File: src/rtl/lc_transition_sequencer.sv
// lc_transition_sequencer: loads transition/auth IDs, drives the MCSE lifecycle handshake; define LC_ID_ZEROIZE_EN to wipe IDs after each sequence
module lc_transition_sequencer #(
  parameter int WORD_W = 32,
  parameter int ID_W = 256,
  parameter int TIMEOUT_CYCLES = 1024
)(
  input  logic              clk,
  input  logic              rst,
  input  logic              host_wr_valid,
  output logic              host_wr_ready,
  input  logic              host_wr_sel,
  input  logic [WORD_W-1:0] host_wr_data,
  input  logic              host_go,
  input  logic              host_abort,
  output logic [ID_W-1:0]   lc_transition_id,
  output logic              lc_transition_request_in,
  input  logic              lc_authentication_request,
  output logic [ID_W-1:0]   lc_authentication_id,
  output logic              lc_authentication_valid,
  output logic              busy,
  output logic              done,
  output logic              error,
  output logic [1:0]        status_code
);
  localparam int NWORDS = ID_W / WORD_W;
  localparam int PW = NWORDS > 1 ? $clog2(NWORDS) : 1;
  localparam int TW = TIMEOUT_CYCLES > 1 ? $clog2(TIMEOUT_CYCLES) : 1;
  typedef enum logic [2:0] {IDLE, REQ, WAIT_AUTH, AUTH, DONE} state_t;
  state_t state, state_n;
  logic [ID_W-1:0] auth_reg;
  logic [PW-1:0] tcnt, acnt;
  logic [TW-1:0] tmr;
  logic loaded_t, loaded_a, wr, go_ok, go_bad, abort, tout, zap, err_n;
  logic [1:0] status_n;
  always_comb begin
    wr = host_wr_valid & (state == IDLE);
    go_ok = (state == IDLE) & host_go & ~host_wr_valid & loaded_t & loaded_a;
    go_bad = (state == IDLE) & host_go & ~host_wr_valid & ~(loaded_t & loaded_a);
    abort = host_abort & (state == REQ || state == WAIT_AUTH || state == AUTH);
    tout = (state == WAIT_AUTH) & ~lc_authentication_request & (tmr == TW'(TIMEOUT_CYCLES - 1));
`ifdef LC_ID_ZEROIZE_EN
    zap = abort | tout | (state == DONE);
`else
    zap = 1'b0;
`endif
    err_n = go_bad | tout | abort;
    status_n = abort ? 2'd3 : tout ? 2'd2 : go_bad ? 2'd1 : (wr | go_ok) ? 2'd0 : status_code;
    state_n = state;
    case (state)
      IDLE:      state_n = go_ok ? REQ : IDLE;
      REQ:       state_n = WAIT_AUTH;
      WAIT_AUTH: state_n = lc_authentication_request ? AUTH : tout ? IDLE : WAIT_AUTH;
      AUTH:      state_n = DONE;
      DONE:      state_n = IDLE;
      default:   state_n = IDLE;
    endcase
    if (abort) state_n = IDLE;
  end
  always_ff @(posedge clk) begin
    if (rst) begin
      state <= IDLE;
      tmr <= '0;
      host_wr_ready <= 1'b1;
      busy <= 1'b0;
      lc_transition_request_in <= 1'b0;
      lc_authentication_valid <= 1'b0;
      lc_authentication_id <= '0;
      done <= 1'b0;
      error <= 1'b0;
      status_code <= 2'd0;
    end else begin
      state <= state_n;
      tmr <= (state == REQ) ? '0 : (state == WAIT_AUTH) ? tmr + TW'(1) : tmr;
      host_wr_ready <= state_n == IDLE;
      busy <= state_n != IDLE;
      lc_transition_request_in <= state_n == REQ;
      lc_authentication_valid <= state_n == AUTH;
      lc_authentication_id <= (state_n == AUTH) ? auth_reg : '0;
      done <= state_n == DONE;
      error <= err_n;
      status_code <= status_n;
    end
  end
  always_ff @(posedge clk) begin
    if (rst || zap) begin
      lc_transition_id <= '0;
      auth_reg <= '0;
      tcnt <= '0;
      acnt <= '0;
      loaded_t <= 1'b0;
      loaded_a <= 1'b0;
    end else if (wr && !host_wr_sel) begin
      lc_transition_id[tcnt*WORD_W +: WORD_W] <= host_wr_data;
      tcnt <= (tcnt == PW'(NWORDS - 1)) ? '0 : tcnt + PW'(1);
      loaded_t <= loaded_t | (tcnt == PW'(NWORDS - 1));
    end else if (wr) begin
      auth_reg[acnt*WORD_W +: WORD_W] <= host_wr_data;
      acnt <= (acnt == PW'(NWORDS - 1)) ? '0 : acnt + PW'(1);
      loaded_a <= loaded_a | (acnt == PW'(NWORDS - 1));
    end
  end
endmodule

File: config.mk
export PLATFORM = sky130hd
export DESIGN_NAME = lc_transition_sequencer
export DESIGN_NICKNAME = d
export VERILOG_FILES = /design/src/rtl/lc_transition_sequencer.sv
export SDC_FILE = /design/constraint.sdc
export NUM_CORES = 1
export LEC_CHECK = 0
export ABC_AREA = 1
export CAP_MARGIN = 20
export CELL_PAD_IN_SITES_DETAIL_PLACEMENT = 1
export CELL_PAD_IN_SITES_GLOBAL_PLACEMENT = 1
export CORE_MARGIN = 1
export CORE_UTILIZATION = 37
export DETAILED_ROUTE_END_ITERATION = 10
export MAX_ROUTING_LAYER = met4
export PLACE_DENSITY_LB_ADDON = 0.1
export SYNTH_ARGS = -nofsm -noshare
export SYNTH_HDL_FRONTEND = slang
export SYNTH_SLANG_ARGS = --single-unit
File: constraint.sdc
create_clock -name clk -period 3.3 [get_ports clk]
set_clock_uncertainty 0.2 [all_clocks]
set_input_delay 0.66 -clock clk [delete_from_list [all_inputs] [get_ports clk]]
set_output_delay 0.66 -clock clk [all_outputs]
set_load 0.03 [all_outputs]
==> run metrics, run 1 <==
status finished, final reports clean; share of the synthesized area in the top cell type 0.572; grt met2 use 0.472; Synth area leader dfxtp_1; Setup WS post-layout between 400 and 500 ps; Total GRT Usage 0.292; VDD IR max about 0.00036 V; Final ANT Viol Nets 0; largest net degree at the start of global routing 150; Max FO, Critical Path 23; Post-Synthesis Cell Area about 0.028 mm2; Initial Utilization 0.374; nature of the critical path startpoint register; Total Wirelength 111 mm; Final setup viols 0; crit path time final 2870 ps; Via density 4.98; Slowest Stage Delay on Critical Path approximately 530 ps; Synthesized Nets approximately 3600; DP Worst Slack about 340 ps; final hold slack 232 ps; TritonRoute pass-1 iters 7; Fill cells ~8900; GR Util met1 0.362; gpl congestion roughly 0.86; Seq. cell area 0.0160 mm2; CP top delay family simple AND/OR/NAND/NOR gates; diode count 0; Hold Vio Cnt, Final 0; Final Non-Filler Cells a little over 5000; Synth Area in Adders 0.00672; crit path DAT 3230 ps; grt met3 use 0.0559; GR peak layer met2; yosys warns 0; Post-synth ARST share 0; Port-buffer cells around 560; row cnt 100; Yosys reg bits between 700 and 800; top post-synthesis cells by area dfxtp_1 (57%), nor2_1 (13%), o21ai_0 (8.7%); post-synthesis compound-gate area fraction 0.122; setup slack, reg-to-reg 430 ps; I/O Pins 559; Tcrit/Tclk final 0.871; cell total after placement around 5000; number of global-route vias before repair approximately 25000; Leakage 14.1 nW; CTS resizes 0; Post-CTS Setup Inserts 0; Area Overhead vs Synth 34.0%; die width 277 um; reg-to-reg critical path startpoint tcnt[1]; setup TNS 0 ps; main combinational cell family by area after synthesis simple AND/OR/NAND/NOR gates; fin nets 4064; die area roughly 0.077 mm2; critical path's slowest cell inv_1; sequential area share after synthesis 0.572; Fmax between 0.3 and 0.4 GHz; synth unique cells 32; GR Overflow Total 0; CTS Hold Bufs 0; Detailed Place HPWL approximately 75 mm; ys flop type dfxtp_1; Final Max Slew Viols 0; antenna violations before repair 0; CTS H-tree depth 3; max-cap viol count 0; R2R Path End lc_transition_id[92]; most instantiated cells after synthesis nor2_1 (997), dfxtp_1 (797), o21ai_0 (484); Synth Instances roughly 3500; root buf cell clkbuf_16; WS Path Type reg2reg; Avg Synthesized Cell Area between 7 and 8 um2; worst hold stages 2; Clk Latency, worst-skew pair 640 ps; simple-gate share of the synthesized area 0.213; DR iter-0 viols approximately 1800; WL/cell between 20 and 25 um; via count 25100; cell with the most instances after synthesis nor2_1; reg2reg path depth 10; worst-case clock buffer depth 3; Power Density about 560 mW/mm2; first-pass GRT wire length 164 mm; Post-synth EDFFs 0; Worst slew margin 0.426; Setup crit end kind register; Worst Path Required around 3700 ps; CORE AREA around 0.075 mm2; critical path startpoint tcnt[1]; Hold Path Origin auth_reg[12]; worst slew pin tran 860 ps; Buf/Inv on CP 3; CTS clock-pin slew for the worst setup and hold paths 60 ps; Die Span Y ~280 um; critical path, cell by cell inv_1 -> ha_1 -> ha_1 -> inv_1 -> nand2_1 -> nor2_2 -> inv_1 -> nor2_1 -> nor2_1 -> nor2_1; Hold Path Class reg2reg; multi-input logic area ~0.0096 mm2; share of layout cells above drive strength 1 0.0635; CTS tree done; TritonCTS Sinks 797; cts bufs inserted 86; final routed DRC violation total 0; Synth Area in XOR/XNOR 0.000941; Endpoint, Worst Hold lc_authentication_id[12]; post-synthesis mux area share 0; RSZ-0062 raised after global routing false
[kinds of logic after synthesis]
kind of cell / after synthesis
AOI/OAI and AO/OA: 675
adders and majority gates: 15
DFF: 797
xor gates and xnor gates: 3
and+or+nand+nor: 1439
buffers and inverters: 596
[area by class of cell]
type,count,share of cell area
clock inverters,28,0.0103
repair buffers,641,0.172
well taps,969,0.0324
multi-input cells,2132,0.256
flip-flops and latches,797,0.427
inverters,352,0.0356
clock buffers,130,0.0673
[stage by stage]
| stage | total power [W] | util | area (um2) |
|---|---|---|---|
| after floorplan | 0.0107 | - | 27900 |
| after global placement | 0.0113 | 0.463 | 34500 |
| after detailed placement | 0.0113 | 0.463 | 34500 |
| after CTS | 0.0213 | 0.501 | 37400 |
| after global routing | 0.0218 | 0.501 | 37400 |
| final | 0.0211 | 0.501 | 37400 |
[cell usage in the layout, fill, tap and decap left out, drive strengths merged]
| master | count |
|---|---|
| nor3 | 289 |
| nand4 | 2 |
| clkbuf | 130 |
| xor2 | 2 |
| a31oi | 1 |
| nand3b | 7 |
| or2 | 3 |
| clkinvlp | 2 |
| a21oi | 152 |
| nand2 | 103 |
| buf | 83 |
| ha | 15 |
| inv | 353 |
| xnor2 | 1 |
| bufinv | 7 |
| clkdlybuf4s50 | 558 |
| clkinv | 18 |
| a211oi | 4 |
| o21ai | 518 |
| nor2 | 1010 |
| dfxtp | 797 |
| nand3 | 25 |
[report_power, final]
group | leakage, nW | total (W) | internal [W] | switching [W]
logic | 6.30 | 0.00134 | 0.000353 | 0.000983
registers | 6.42 | 0.00980 | 0.00973 | 0.0000678
clock network | 1.42 | 0.00997 | 0.00584 | 0.00412
[routing by layer]
metal / routed length, um / vias to the layer above / part of all wire
met5: 0 / - / 0
met4: 3860 / 0 / 0.035
met3: 6110 / 177 / 0.055
met2: 52100 / 632 / 0.47
met1: 48800 / 12200 / 0.44
li1: - / 12100 / -
[worst max-delay path by stage]
| stage | endpoint | slack, ps | cells past startpoint |
|---|---|---|---|
| after floorplan | lc_transition_id[150] | 940 | 10 |
| after global placement | auth_reg[124] | 350 | 9 |
| after detailed placement | auth_reg[126] | 340 | 9 |
| after CTS | lc_transition_id[92] | 420 | 10 |
| after global routing | lc_transition_id[85] | 190 | 10 |
| final | lc_transition_id[92] | 430 | 10 |
[tightest hold or removal path: cells and delay by family (launching register included)]
family	cells	cell delay, ps
flip-flops	1	310
AND/OR/NAND/NOR	1	40
buffers and inverters	1	40
No activity file was read; power rests on OpenSTA's default activity.
==> inputs of run 2 (changes only) <==
--- a/config.mk
+++ b/config.mk
@@ -10,7 +10,7 @@
 export CELL_PAD_IN_SITES_DETAIL_PLACEMENT = 1
 export CELL_PAD_IN_SITES_GLOBAL_PLACEMENT = 1
 export CORE_MARGIN = 1
-export CORE_UTILIZATION = 37
+export CORE_UTILIZATION = 34
 export DETAILED_ROUTE_END_ITERATION = 10
 export MAX_ROUTING_LAYER = met4
 export PLACE_DENSITY_LB_ADDON = 0.1
==> constraint.sdc (replaced) <==
create_clock -name clk -period 2.5 [get_ports clk]
set_clock_uncertainty 0.2 [all_clocks]
set_input_delay 0.5 -clock clk [delete_from_list [all_inputs] [get_ports clk]]
set_output_delay 0.5 -clock clk [all_outputs]
set_load 0.03 [all_outputs]
==> run metrics, run 2 (same netlist as run 1, synthesis figures left out) <==
largest net degree at the start of global routing 77; Final Non-Filler Cells about 5300; nature of the critical path startpoint register; share of layout cells above drive strength 1 0.0963; Final setup viols 0; CP top delay family buffers and inverters; crit path DAT ~1800 ps; Hold Path Class reg2reg; GR Overflow Total 0; diode count 0; critical path startpoint lc_transition_id[207]; worst-case clock buffer depth 3; cts bufs inserted ~90; most common cell after layout, fill and taps aside nor2_1; cell total after placement about 5100; Setup crit end kind output port; CORE AREA roughly 0.081 mm2; commonest cells after routing, fill and taps aside nor2_1 (997), dfxtp_1 (796), clkdlybuf4s50_1 (548), o21ai_0 (484), inv_1 (336); VDD IR max 0.000481 V; die area 0.0832 mm2; critical path, cell by cell clkdlybuf4s50_1; Die Span Y slightly below 300 um; reg2reg path depth 11; crit path time final around 2500 ps; WL/cell around 21 um; WS Path Type reg2out; Tcrit/Tclk final 0.988; first-pass GRT wire length roughly 160 mm; status finished with violations; critical path capture point lc_transition_id[207]; Total GRT Usage 0.271; area of placed instances between 0.03 and 0.04 mm2; Finished Cell Area about 0.04 mm2; Total Power approximately 0.029 W; Max FO, Critical Path 2; Via density between 4 and 5; worst slew pin tran about 840 ps; Leakage 15.2 nW; Worst Path Required around 1800 ps; Clk Latency, worst-skew pair 640 ps; Area Overhead vs Synth 40.9%; DR iter-0 viols between 1000 and 1500; I/O Pins roughly 560; Final Core Density 0.486; root buf cell clkbuf_16; row cnt between 100 and 150; Final Max Slew Viols 0; Buf/Inv on CP 1; reg-to-reg critical path startpoint acnt[1]; CTS clock-pin slew for the worst setup and hold paths about 60 ps; failing checks design-rule violations; RSZ-0062 raised after global routing true; Final ANT Viol Nets 0; TritonRoute pass-1 iters 10; Port-buffer cells 558; Detailed Place HPWL 80.3 mm; Fmax just over 0.4 GHz; Slowest Stage Delay on Critical Path 800 ps; TritonCTS Sinks between 700 and 800; antenna violations before repair 0; final hold slack between 200 and 250 ps; Initial Utilization 0.345; critical path's slowest cell clkdlybuf4s50_1; CTS H-tree depth 3; Levels on crit path 1; Hold Vio Cnt, Final 0; max-cap viol count 0; setup slack, reg-to-reg ~160 ps; fin nets around 4200; R2R Path End auth_reg[139]; die width 289 um; via count between 20000 and 30000; number of global-route vias before repair approximately 26000; Total Wirelength between 100 and 150 mm; gpl congestion ~0.86; Worst slew margin 0.441; final routed DRC violation total 30; Power Density between 700 and 800 mW/mm2; CTS tree done
-- run 2: layer usage --
layer | share of wire | global-route usage
met4 | 0.033 | 0.0938
met1 | 0.43 | 0.328
met3 | 0.060 | 0.0585
met5 | 0 | -
met2 | 0.48 | 0.445
-- run 2: where the power goes --
group          internal (W)  total [W]  switching, W
Combinational      0.000610    0.00195       0.00134
Sequential           0.0128     0.0129     0.0000873
Clock               0.00820     0.0137       0.00549
Total                0.0217     0.0286       0.00692
-- run 2: how the worst min path moves through the flow --
stage                                            to  slack, ps  cells past startpoint     startpoint
after floorplan             lc_authentication_id[0]        210                      2    auth_reg[0]
after detailed placement  lc_authentication_id[198]        220                      2  auth_reg[198]
final                     lc_authentication_id[237]        230                      2  auth_reg[237]
after global placement    lc_authentication_id[157]        220                      2  auth_reg[157]
after CTS                 lc_authentication_id[237]        230                      2  auth_reg[237]
after global routing       lc_authentication_id[10]        240                      2   auth_reg[10]
-- run 2: cell type report --
cell class                      instances  area [um2]
Inverter                              352        1330
Timing Repair Buffer                  774        8040
Tap cell                             1060        1330
Clock buffer                          129        2610
Sequential cell                       797       16000
Clock inverter                         32         459
Multi-Input combinational cell       2132        9610
Fill cell                            9542       41600
-- run 2: stage by stage --
stage | worst slack (ps) | TNS [ps]
6_report | 29.1 | 0
3_5_place_dp | -243 | -25240
2_1_floorplan | 144 | 0
3_3_place_gp | -183 | -17580
5_1_grt | -7.33 | -19.2
4_1_cts | 2.34 | 0
-- run 2: repair_timing --
item | in CTS | in global routing
setup buffers | 0 | 3
hold buffers | 0 | 0
endpoints found under the hold margin | 0 | 0
setup endpoints to repair | 8 | 122
pin swaps | 0 | 3
resized for setup | 8 | 6
cloned | 0 | 3
